## config.mk

```make
export PLATFORM = sky130hd
export DESIGN_NAME = semaforo_monitor
export DESIGN_NICKNAME = d
export VERILOG_FILES = /design/src/rtl/semaforo_pkg.sv /design/src/rtl/semaforo_monitor_head.sv /design/src/rtl/semaforo_monitor.sv
export SDC_FILE = /design/constraint.sdc
export NUM_CORES = 1
export LEC_CHECK = 0
export CAP_MARGIN = 40
export CORE_MARGIN = 2
export CORE_UTILIZATION = 37
export CTS_BUF_LIST = sky130_fd_sc_hd__clkbuf_2
export DETAILED_ROUTE_END_ITERATION = 10
export HOLD_SLACK_MARGIN = 0.08
export SLEW_MARGIN = 20
export SYNTH_ARGS = -nofsm -noshare
export SYNTH_HDL_FRONTEND = slang
export SYNTH_SLANG_ARGS = --single-unit
```

## constraint.sdc

```tcl
create_clock -name clk -period 4.2 [get_ports clk]
set_input_delay 0.42 -clock clk [delete_from_list [all_inputs] [get_ports clk]]
set_output_delay 0.42 -clock clk [all_outputs]
set_load 0.05 [all_outputs]
```

## src/rtl/semaforo_pkg.sv

```systemverilog
// Shared definitions for the crossing controller and its safety monitor:
// head state encoding, fault codes and default timing limits.
package semaforo_pkg;

  // Tracked state of one vehicle head, as seen on its lamp outputs
  typedef enum logic [1:0] {
    HS_UNKNOWN = 2'd0,
    HS_RED     = 2'd1,
    HS_GREEN   = 2'd2,
    HS_YELLOW  = 2'd3
  } head_state_t;

  // Fault codes; a lower value has higher priority when several coincide
  localparam logic [3:0] FLT_NONE       = 4'd0;
  localparam logic [3:0] FLT_VEH_CONF   = 4'd1;
  localparam logic [3:0] FLT_PAT_A      = 4'd2;
  localparam logic [3:0] FLT_PAT_B      = 4'd3;
  localparam logic [3:0] FLT_PED_PAT_A  = 4'd4;
  localparam logic [3:0] FLT_PED_PAT_B  = 4'd5;
  localparam logic [3:0] FLT_SEQ_A      = 4'd6;
  localparam logic [3:0] FLT_SEQ_B      = 4'd7;
  localparam logic [3:0] FLT_SHORT_Y_A  = 4'd8;
  localparam logic [3:0] FLT_SHORT_Y_B  = 4'd9;
  localparam logic [3:0] FLT_PED_CONF_A = 4'd10;
  localparam logic [3:0] FLT_PED_CONF_B = 4'd11;

  // Default timing limits, shared with the controller bench
  localparam int DEF_MIN_YELLOW = 3;
  localparam int DEF_GLITCH_CYC = 2;
  localparam int DEF_CW         = 4;

  // Only the normal colour rotation is a legal change of state
  function automatic logic legal_step(input head_state_t from_st,
                                      input head_state_t to_st);
    return ((from_st == HS_RED)    && (to_st == HS_GREEN))  ||
           ((from_st == HS_GREEN)  && (to_st == HS_YELLOW)) ||
           ((from_st == HS_YELLOW) && (to_st == HS_RED));
  endfunction

endpackage

```

## src/rtl/semaforo_monitor_head.sv

```systemverilog
// Tracker for one vehicle head: follows the lamp pattern, counts invalid
// patterns and yellow duration, and pulses the per-head error flags.
module monitor_head
  import semaforo_pkg::*;
#(
  parameter int MIN_YELLOW = DEF_MIN_YELLOW,
  parameter int GLITCH_CYC = DEF_GLITCH_CYC,
  parameter int CW         = DEF_CW
) (
  input  logic       clk,
  input  logic       reset,
  input  logic       en,
  input  logic       green,
  input  logic       yellow,
  input  logic       red,
  output logic [1:0] state,
  output logic       seq_err,
  output logic       pat_err,
  output logic       short_yellow
);

  localparam logic [CW-1:0] CNT_MAX   = '1;
  localparam logic [CW:0]   GLITCH_LIM = (CW+1)'(GLITCH_CYC);
  localparam logic [CW:0]   YEL_LIM    = (CW+1)'(MIN_YELLOW);

  head_state_t   state_reg, state_next;
  head_state_t   pat_state;
  logic [CW-1:0] glitch_reg, glitch_next;
  logic [CW-1:0] ytimer_reg, ytimer_next;
  logic [CW:0]   glitch_inc;
  logic [CW:0]   yel_lit;
  logic [2:0]    lamps;
  logic          valid;

  assign lamps      = {green, yellow, red};
  assign glitch_inc = {1'b0, glitch_reg} + 1'b1;
  // Yellow cycles including the one in which the change to red is seen
  assign yel_lit    = {1'b0, ytimer_reg} + 1'b1;
  assign state      = state_reg;

  // Decode the lamp pattern; exactly one lit lamp is a valid pattern
  always_comb begin
    pat_state = HS_UNKNOWN;
    valid     = 1'b1;
    case (lamps)
      3'b100:  pat_state = HS_GREEN;
      3'b010:  pat_state = HS_YELLOW;
      3'b001:  pat_state = HS_RED;
      default: valid = 1'b0;
    endcase
  end

  // Next state, counters and error pulses
  always_comb begin
    state_next   = state_reg;
    glitch_next  = glitch_reg;
    ytimer_next  = ytimer_reg;
    seq_err      = 1'b0;
    pat_err      = 1'b0;
    short_yellow = 1'b0;
    if (en) begin
      if (valid) begin
        glitch_next = '0;
        state_next  = pat_state;
        // From UNKNOWN the first valid pattern is taken without judgement
        if ((state_reg != HS_UNKNOWN) && (pat_state != state_reg)) begin
          if (!legal_step(state_reg, pat_state))
            seq_err = 1'b1;
          if ((state_reg == HS_YELLOW) && (pat_state == HS_RED) &&
              (yel_lit < YEL_LIM))
            short_yellow = 1'b1;
        end
      end else begin
        if (glitch_reg != CNT_MAX)
          glitch_next = glitch_reg + 1'b1;
        if (glitch_inc >= GLITCH_LIM)
          pat_err = 1'b1;
      end
      // Yellow timer restarts on entry and counts while the head stays yellow
      if (state_next == HS_YELLOW) begin
        if (state_reg != HS_YELLOW)
          ytimer_next = '0;
        else if (ytimer_reg != CNT_MAX)
          ytimer_next = ytimer_reg + 1'b1;
      end else begin
        ytimer_next = '0;
      end
    end
  end

  // State and counter registers
  always_ff @(posedge clk or posedge reset) begin
    if (reset) begin
      state_reg  <= HS_UNKNOWN;
      glitch_reg <= '0;
      ytimer_reg <= '0;
    end else begin
      state_reg  <= state_next;
      glitch_reg <= glitch_next;
      ytimer_reg <= ytimer_next;
    end
  end

endmodule

```

## src/rtl/semaforo_monitor.sv

```systemverilog
// Safety monitor on the lamp drive of the crossing controller: registers the
// lamps, tracks both vehicle heads, runs the cross-head checks and latches
// the first fault, which also raises safe_mode.
module semaforo_monitor
  import semaforo_pkg::*;
#(
  parameter int MIN_YELLOW = DEF_MIN_YELLOW,
  parameter int GLITCH_CYC = DEF_GLITCH_CYC,
  parameter int CW         = DEF_CW
) (
  input  logic       clk,
  input  logic       reset,
  input  logic       light_A_GREEN,
  input  logic       light_A_YELLOW,
  input  logic       light_A_RED,
  input  logic       light_B_GREEN,
  input  logic       light_B_YELLOW,
  input  logic       light_B_RED,
  input  logic       p_light_A_GREEN,
  input  logic       p_light_A_RED,
  input  logic       p_light_B_GREEN,
  input  logic       p_light_B_RED,
  input  logic       clear_fault,
  output logic       fault,
  output logic [3:0] fault_code,
  output logic       safe_mode,
  output logic [1:0] head_state_A,
  output logic [1:0] head_state_B
);

  // Registered lamp copies; index 0 is head A, index 1 is head B.
  // Vehicle lamps are {green, yellow, red}, pedestrian lamps {green, red}.
  logic [2:0] veh_reg [2];
  logic [1:0] ped_reg [2];
  // Low until the first real sample after reset, so the zeroed copies are
  // never judged as lamp faults
  logic       in_vld_reg;

  logic [1:0] head_st [2];
  logic [1:0] seq_err;
  logic [1:0] pat_err;
  logic [1:0] short_yel;
  logic [1:0] ped_pat_err;
  logic [1:0] ped_conf;
  logic       veh_conf;
  logic [3:0] viol_code;

  logic       fault_reg;
  logic [3:0] fault_code_reg;
  logic       safe_mode_reg;

  // Sample every lamp once on entry
  always_ff @(posedge clk or posedge reset) begin
    if (reset) begin
      veh_reg[0] <= '0;
      veh_reg[1] <= '0;
      ped_reg[0] <= '0;
      ped_reg[1] <= '0;
      in_vld_reg <= 1'b0;
    end else begin
      veh_reg[0] <= {light_A_GREEN, light_A_YELLOW, light_A_RED};
      veh_reg[1] <= {light_B_GREEN, light_B_YELLOW, light_B_RED};
      ped_reg[0] <= {p_light_A_GREEN, p_light_A_RED};
      ped_reg[1] <= {p_light_B_GREEN, p_light_B_RED};
      in_vld_reg <= 1'b1;
    end
  end

  generate
    for (genvar gi = 0; gi < 2; gi++) begin : g_head
      monitor_head #(
        .MIN_YELLOW (MIN_YELLOW),
        .GLITCH_CYC (GLITCH_CYC),
        .CW         (CW)
      ) u_head (
        .clk          (clk),
        .reset        (reset),
        .en           (in_vld_reg),
        .green        (veh_reg[gi][2]),
        .yellow       (veh_reg[gi][1]),
        .red          (veh_reg[gi][0]),
        .state        (head_st[gi]),
        .seq_err      (seq_err[gi]),
        .pat_err      (pat_err[gi]),
        .short_yellow (short_yel[gi])
      );

      // Pedestrian head must show exactly one lamp; green only over red-only traffic
      assign ped_pat_err[gi] = in_vld_reg && !(ped_reg[gi][1] ^ ped_reg[gi][0]);
      assign ped_conf[gi]    = in_vld_reg && ped_reg[gi][1] &&
                               (veh_reg[gi] != 3'b001);
    end
  endgenerate

  // Both directions showing green or yellow at once
  assign veh_conf = in_vld_reg && (veh_reg[0][2] || veh_reg[0][1]) &&
                    (veh_reg[1][2] || veh_reg[1][1]);

  // Priority encode this cycle's violations, lowest code first
  always_comb begin
    viol_code = FLT_NONE;
    if (veh_conf)            viol_code = FLT_VEH_CONF;
    else if (pat_err[0])     viol_code = FLT_PAT_A;
    else if (pat_err[1])     viol_code = FLT_PAT_B;
    else if (ped_pat_err[0]) viol_code = FLT_PED_PAT_A;
    else if (ped_pat_err[1]) viol_code = FLT_PED_PAT_B;
    else if (seq_err[0])     viol_code = FLT_SEQ_A;
    else if (seq_err[1])     viol_code = FLT_SEQ_B;
    else if (short_yel[0])   viol_code = FLT_SHORT_Y_A;
    else if (short_yel[1])   viol_code = FLT_SHORT_Y_B;
    else if (ped_conf[0])    viol_code = FLT_PED_CONF_A;
    else if (ped_conf[1])    viol_code = FLT_PED_CONF_B;
  end

  // Fault latch: keep the first code; a clear request only succeeds in a
  // clean cycle, otherwise the violation seen alongside it is latched
  always_ff @(posedge clk or posedge reset) begin
    if (reset) begin
      fault_reg      <= 1'b0;
      fault_code_reg <= FLT_NONE;
      safe_mode_reg  <= 1'b0;
    end else if (viol_code != FLT_NONE) begin
      if (!fault_reg || clear_fault) begin
        fault_reg      <= 1'b1;
        fault_code_reg <= viol_code;
        safe_mode_reg  <= 1'b1;
      end
    end else if (clear_fault) begin
      fault_reg      <= 1'b0;
      fault_code_reg <= FLT_NONE;
      safe_mode_reg  <= 1'b0;
    end
  end

  assign fault        = fault_reg;
  assign fault_code   = fault_code_reg;
  assign safe_mode    = safe_mode_reg;
  assign head_state_A = head_st[0];
  assign head_state_B = head_st[1];

endmodule

```

==> results.sh, run 1 <==
export IMPL_hold_viol_final=0
export IMPL_drt_pass1_iterations=4
export IMPL_timing_max_transition_violations_final=0
export IMPL_commonest_cells_after_routing_fill_and_taps_aside="36 x sky130_fd_sc_hd__dfrtp_1, 28 x sky130_fd_sc_hd__nand2_1, 22 x sky130_fd_sc_hd__clkdlybuf4s50_1"
export IMPL_die_area_mm2=0.00646
export IMPL_ant_nets=0
export IMPL_postCtsHoldBufs=0
export IMPL_syn_num_nets=250
export IMPL_finalWeightedCongestion=0.940
export IMPL_synthesis_instances=231
export IMPL_min_delay_path_class="in -> async"
export IMPL_drc=0
export IMPL_hpwlAfterDp_um=3300
export IMPL_vias=1738
export IMPL_async_reset_ff_share_pct=100
export IMPL_cts_post_setup_buffers_inserted=0
export IMPL_transition_time_at_the_pin_with_the_least_slew_margin_ns=0.633
export IMPL_vias_per_cell=5.41
export IMPL_synth_enable_flop_cells=0
export IMPL_fin_ws_ns=1.96
export IMPL_antenna_found_initial=0
export IMPL_io_pin_count=23
export IMPL_ctsRootBufferMaster="sky130_fd_sc_hd__clkbuf_2"
export IMPL_clock_sink_count=36
export IMPL_drt_iter0_drc=105
export IMPL_count_of_state_elements_after_synthesis=36
export IMPL_synth_flop_cell="sky130_fd_sc_hd__dfrtp_1"
export IMPL_power_leakage_nw=1.02
export IMPL_crit_required_ns=4.49
export IMPL_ys_seq_area_share_pct=41.7
export IMPL_grt_max_degree=37
export IMPL_grt_pass1_vias=1645
export IMPL_core_area_mm2=0.00557
export IMPL_htreeDepth=2
export IMPL_n_antenna_cell=0
export IMPL_max_fanout_on_critical_path=22
export IMPL_globalRouteOverflowTotal=0
export IMPL_fin_nets=268
export IMPL_cts_tree="yes"
export IMPL_detailedPlace_worstSlack_ns=1.98
export IMPL_design_power_total_uw=912
export IMPL_cts_buffers=5
export IMPL_cts_resized=0
export IMPL_final_min_period_over_clock_period_pct=53.3
export IMPL_area_delta_synth_final_pct=13.2
export IMPL_vdd_ir_drop_max_v=0.000198
export IMPL_timing_final_crit_period_ns=2.24
export IMPL_floorplan_die_width_um=80.4
export IMPL_std_cell_rows=27
export IMPL_layout_commonest_cell="sky130_fd_sc_hd__dfrtp_1"
export IMPL_outcome="finished, final reports clean"
export IMPL_cellPowerDensity_mw_per_mm2=373
export IMPL_synth_cell_area_mm2=0.00216
export IMPL_critPathArrivalTime_ns=2.53
export IMPL_crit_path_start_kind="flip-flop"
export IMPL_slew_limit_headroom_pct=57.8
export IMPL_floorplan_initialDensity_pct=38.7
export IMPL_synth_lib_cells_used_distinct=56
export IMPL_insertion_delay_ns=0.39
export IMPL_cap_viol_max_count=0
export IMPL_chipHeight_um=80.4
export IMPL_cts_root_to_sink_buffers=2
export IMPL_maximum_clock_frequency_ghz=0.447
export IMPL_worst_clock_skew_ns=0.0119
export IMPL_synth_warning_count=0
export IMPL_totalWireLength_um=4560
export IMPL_setup_repair_after_global_routing_missed_its_margin="no"
export IMPL_port_buffer_count=22
export IMPL_gr_usage_all_layers_pct=15.4
export IMPL_clk_transition_reported_paths_ns=0.19
export IMPL_end_kind="flip-flop"
export IMPL_finalSetupTns_ns=0
export IMPL_average_instance_area_after_synthesis_um2=9.35
export IMPL_wire_per_inst_um=14.2
export IMPL_criticalPathCategory="reg -> reg"
export IMPL_setup_viol=0
export IMPL_global_route_wire_length_before_repair_um=7670
export IMPL_layout_drive_gt1_share_pct=9.24
[through the flow]
| step | hold slack, ns | cell area [µm²] | util (%) | cells |
|---|---|---|---|---|
| after floorplan | 0.451 | 2160 | - | 231 |
| after global placement | 0.510 | 2410 | 43.2 | 314 |
| after detailed placement | 0.522 | 2410 | 43.2 | 314 |
| after CTS | 0.399 | 2440 | 43.8 | 321 |
| after global routing | 0.399 | 2440 | 43.8 | 321 |
| final | 0.402 | 2440 | 43.8 | 321 |
[power breakdown]
| part | leakage, nW | switching (mW) | total [mW] | internal, mW |
|---|---|---|---|---|
| Sequential | 0.452 | 0.0680 | 0.457 | 0.389 |
| Clock | 0.0288 | 0.118 | 0.158 | 0.0397 |
| Combinational | 0.541 | 0.174 | 0.297 | 0.123 |
| Total | 1.02 | 0.360 | 0.912 | 0.552 |
[final cells by class]
cell class,count,area (µm²)
Fill cell,559,3130
Clock inverter,1,5.00
Inverter,7,26.3
Tap cell,72,90.1
Sequential cell,36,901
Timing Repair Buffer,24,235
Clock buffer,6,30.0
Multi-Input combinational cell,175,1160
[Yosys cell counts (3+ instances only)]
library cell | n | share of area [%]
sky130_fd_sc_hd__a21oi_1 | 18 | 4.2
sky130_fd_sc_hd__clkbuf_1 | 3 | 0.52
sky130_fd_sc_hd__buf_2 | 4 | 0.93
sky130_fd_sc_hd__a21o_1 | 4 | 1.4
sky130_fd_sc_hd__nand2b_1 | 7 | 2.0
sky130_fd_sc_hd__nand3_1 | 14 | 3.2
sky130_fd_sc_hd__nand4_1 | 4 | 1.2
sky130_fd_sc_hd__dfrtp_1 | 36 | 42
sky130_fd_sc_hd__nor2_1 | 8 | 1.4
sky130_fd_sc_hd__xnor2_1 | 3 | 1.2
sky130_fd_sc_hd__nand2_1 | 28 | 4.9
sky130_fd_sc_hd__nor2b_1 | 4 | 1.2
sky130_fd_sc_hd__or3b_1 | 3 | 1.2
sky130_fd_sc_hd__ha_1 | 6 | 3.5
sky130_fd_sc_hd__a31oi_1 | 3 | 0.87
sky130_fd_sc_hd__a211oi_1 | 4 | 1.4
sky130_fd_sc_hd__nor3_1 | 3 | 0.70
sky130_fd_sc_hd__xor2_1 | 5 | 2.0
sky130_fd_sc_hd__o32ai_1 | 4 | 1.6
sky130_fd_sc_hd__o21ai_0 | 15 | 3.5
sky130_fd_sc_hd__inv_1 | 7 | 1.2
[path summary, 6_finish.rpt]
kind / to / cells after the start / slack [ns] / startpoint
max: fault_code[1]$_DFFE_PP0P_ / 6 / 1.96 / in_vld_reg$_DFF_PP0_
min: in_vld_reg$_DFF_PP0_ / 3 / 0.40 / reset
max reg2reg: fault_code[1]$_DFFE_PP0P_ / 6 / 1.96 / in_vld_reg$_DFF_PP0_
min reg2reg: g_head[0].u_head.ytimer_reg[1]$_DFFE_PP0P_ / 2 / 0.55 / g_head[0].u_head.ytimer_reg[1]$_DFFE_PP0P_
max in group asynchronous: fault_code[2]$_DFFE_PP0P_ / 3 / 3.48 / reset
min in group clk: veh_reg[5]$_DFF_PP0_ / 1 / 0.45 / light_A_GREEN
[cells by family (layout without fill, tap and decap cells)]
| family | Yosys count | after routing | synth area share, % |
|---|---|---|---|
| mux | 2 | 2 | 0.985 |
| buf+inv | 20 | 38 | 4.75 |
| simple gates | 90 | 90 | 24.0 |
| compound gates | 68 | 68 | 21.6 |
| flops | 36 | 36 | 41.7 |
| fa+ha+maj | 6 | 6 | 3.48 |
| xor+xnor | 8 | 8 | 3.24 |
| other cells | 1 | 1 | 0.174 |
[layer usage]
metal / share of wire (%) / global-route usage [%]
met3: 3.5 / 3.15
met4: 2.1 / 6.44
met2: 48 / 24.8
met1: 46 / 19.9
met5: 0 / 0
[critical path: stages (launching register included)]
cell,delay (ns)
sky130_fd_sc_hd__dfrtp_1,0.79
sky130_fd_sc_hd__buf_4,0.32
sky130_fd_sc_hd__o2111ai_1,0.18
sky130_fd_sc_hd__nor4b_4,0.39
sky130_fd_sc_hd__a211oi_2,0.11
sky130_fd_sc_hd__a31oi_1,0.24
sky130_fd_sc_hd__o32ai_1,0.11
(Power assumes the default switching activity.)
==> run 2, diff against run 1 <==
==> constraint.sdc (replaced) <==
create_clock -name clk -period 2.3 [get_ports clk]
set_input_delay 0.23 -clock clk [delete_from_list [all_inputs] [get_ports clk]]
set_output_delay 0.23 -clock clk [all_outputs]
set_load 0.05 [all_outputs]
==> results.sh, run 2 (same netlist as run 1, synthesis figures left out) <==
export IMPL_totalWireLength_um=4540
export IMPL_cts_resized=0
export IMPL_wire_per_inst_um=13.8
export IMPL_outcome="finished, final reports clean"
export IMPL_htreeDepth=2
export IMPL_ctsRootBufferMaster="sky130_fd_sc_hd__clkbuf_2"
export IMPL_cts_post_setup_buffers_inserted=0
export IMPL_timing_final_crit_period_ns=2.14
export IMPL_antenna_found_initial=0
export IMPL_register_area_um2=901
export IMPL_std_cell_rows=27
export IMPL_final_min_period_over_clock_period_pct=93.2
export IMPL_min_delay_path_class="in -> async"
export IMPL_floorplan_initialDensity_pct=38.7
export IMPL_cts_root_to_sink_buffers=2
export IMPL_end_kind="flip-flop"
export IMPL_drt_iter0_drc=96
export IMPL_finalWeightedCongestion=0.809
export IMPL_drt_pass1_iterations=4
export IMPL_area_delta_synth_final_pct=16.9
export IMPL_finalCoreUtilization_pct=45.3
export IMPL_cap_viol_max_count=0
export IMPL_transition_time_at_the_pin_with_the_least_slew_margin_ns=0.567
export IMPL_timing_max_transition_violations_final=0
export IMPL_cellPowerDensity_mw_per_mm2=706
export IMPL_cts_buffers=5
export IMPL_design_power_total_mw=1.78
export IMPL_setup_repair_after_global_routing_missed_its_margin="no"
export IMPL_final_fill_count=547
export IMPL_global_route_wire_length_before_repair_um=8090
export IMPL_hpwlAfterDp_um=3450
export IMPL_chipHeight_um=80.4
export IMPL_vias=1781
export IMPL_clock_sink_count=36
export IMPL_slew_limit_headroom_pct=61.8
export IMPL_floorplan_die_width_um=80.4
export IMPL_layout_drive_gt1_share_pct=11.3
export IMPL_cts_tree="yes"
export IMPL_postCtsHoldBufs=0
export IMPL_critPathArrivalTime_ns=2.43
export IMPL_multi_input_comb_area_mm2=0.00116
export IMPL_max_fanout_on_critical_path=8
export IMPL_criticalPathCategory="reg -> reg"
export IMPL_port_buffer_count=22
export IMPL_power_leakage_nw=1.07
export IMPL_io_pin_count=23
export IMPL_die_area_mm2=0.00646
export IMPL_ant_nets=0
export IMPL_fin_nets=275
export IMPL_fin_ws_ns=0.156
export IMPL_numPlacedInstances=321
export IMPL_grt_max_degree=37
export IMPL_hold_viol_final=0
export IMPL_crit_required_ns=2.58
export IMPL_setup_viol=0
export IMPL_insertion_delay_ns=0.38
export IMPL_layout_commonest_cell="sky130_fd_sc_hd__dfrtp_1"
export IMPL_vdd_ir_drop_max_v=0.000382
export IMPL_core_area_mm2=0.00557
export IMPL_worst_clock_skew_ns=0.0115
export IMPL_clk_transition_reported_paths_ns=0.19
export IMPL_grt_pass1_vias=1719
export IMPL_finalNonFillerCells=329
export IMPL_maximum_clock_frequency_ghz=0.466
export IMPL_vias_per_cell=5.41
export IMPL_globalRouteOverflowTotal=0
export IMPL_n_antenna_cell=0
export IMPL_detailedPlace_worstSlack_ns=0.228
export IMPL_drc=0
export IMPL_crit_path_start_kind="flip-flop"
export IMPL_commonest_cells_after_routing_fill_and_taps_aside="36 x sky130_fd_sc_hd__dfrtp_1, 28 x sky130_fd_sc_hd__nand2_1, 22 x sky130_fd_sc_hd__clkdlybuf4s50_1"
export IMPL_finalSetupTns_ns=0
export IMPL_gr_usage_all_layers_pct=15.9
run 2: cell count changes in the layout (fill, tap and decap cells not counted), sizes merged:
cell	previous run	this run
clkinv	1	2
clkbuf	6	5
buf	2	9
bufinv	0	1
run 2: worst paths after layout:
check,from,to,slack (ns),cells after the start
setup / recovery,veh_reg[3]$_DFF_PP0_,fault_code[0]$_DFFE_PP0P_,0.16,6
hold / removal,reset,g_head[0].u_head.glitch_reg[0]$_DFFE_PP0P_,0.22,3
setup reg to reg,veh_reg[3]$_DFF_PP0_,fault_code[0]$_DFFE_PP0P_,0.16,6
hold reg to reg,g_head[0].u_head.ytimer_reg[1]$_DFFE_PP0P_,g_head[0].u_head.ytimer_reg[1]$_DFFE_PP0P_,0.55,2
max in group asynchronous,reset,g_head[1].u_head.state[0]$_DFFE_PP0P_,1.75,3
min in group clk,light_B_GREEN,veh_reg[2]$_DFF_PP0_,0.25,1
run 2: per-layer routing:
layer,track usage [%],part of all wire [%]
met1,21.6,45
met2,25.3,49
met5,0,0
met4,6.10,1.4
met3,2.70,4.8
run 2: worst max-delay path, stage by stage, from the launching register on:
cell and delay [ns]:
sky130_fd_sc_hd__dfrtp_1 0.51, sky130_fd_sc_hd__or3b_4 0.32, sky130_fd_sc_hd__or3b_4 0.15, sky130_fd_sc_hd__nand2_1 0.08, sky130_fd_sc_hd__o41ai_2 0.48, sky130_fd_sc_hd__a31oi_1 0.20
sky130_fd_sc_hd__o32ai_1 0.31
run 2: metrics by stage:
stage | hold WS [ns] | instance area [µm²]
final | 0.217 | 2520
after global routing | 0.191 | 2520
after CTS | 0.213 | 2520
after detailed placement | 0.523 | 2460
after global placement | 0.524 | 2460
after floorplan | 0.261 | 2160
run 2: final cells by class:
cell class	instances	share of cell area (%)
well taps	72	3.57
repair buffers	31	11.4
clock inverters	3	1.49
clock buffers	5	0.992
flip-flops and latches	36	35.7
multi-input cells	175	45.8
inverters	7	1.04
run 2: where the power goes:
part           switching [mW]  leakage [nW]  internal, mW
registers               0.111         0.452         0.711
logic                   0.335         0.575         0.237
clock network           0.211        0.0380         0.177
total                   0.657          1.07          1.13
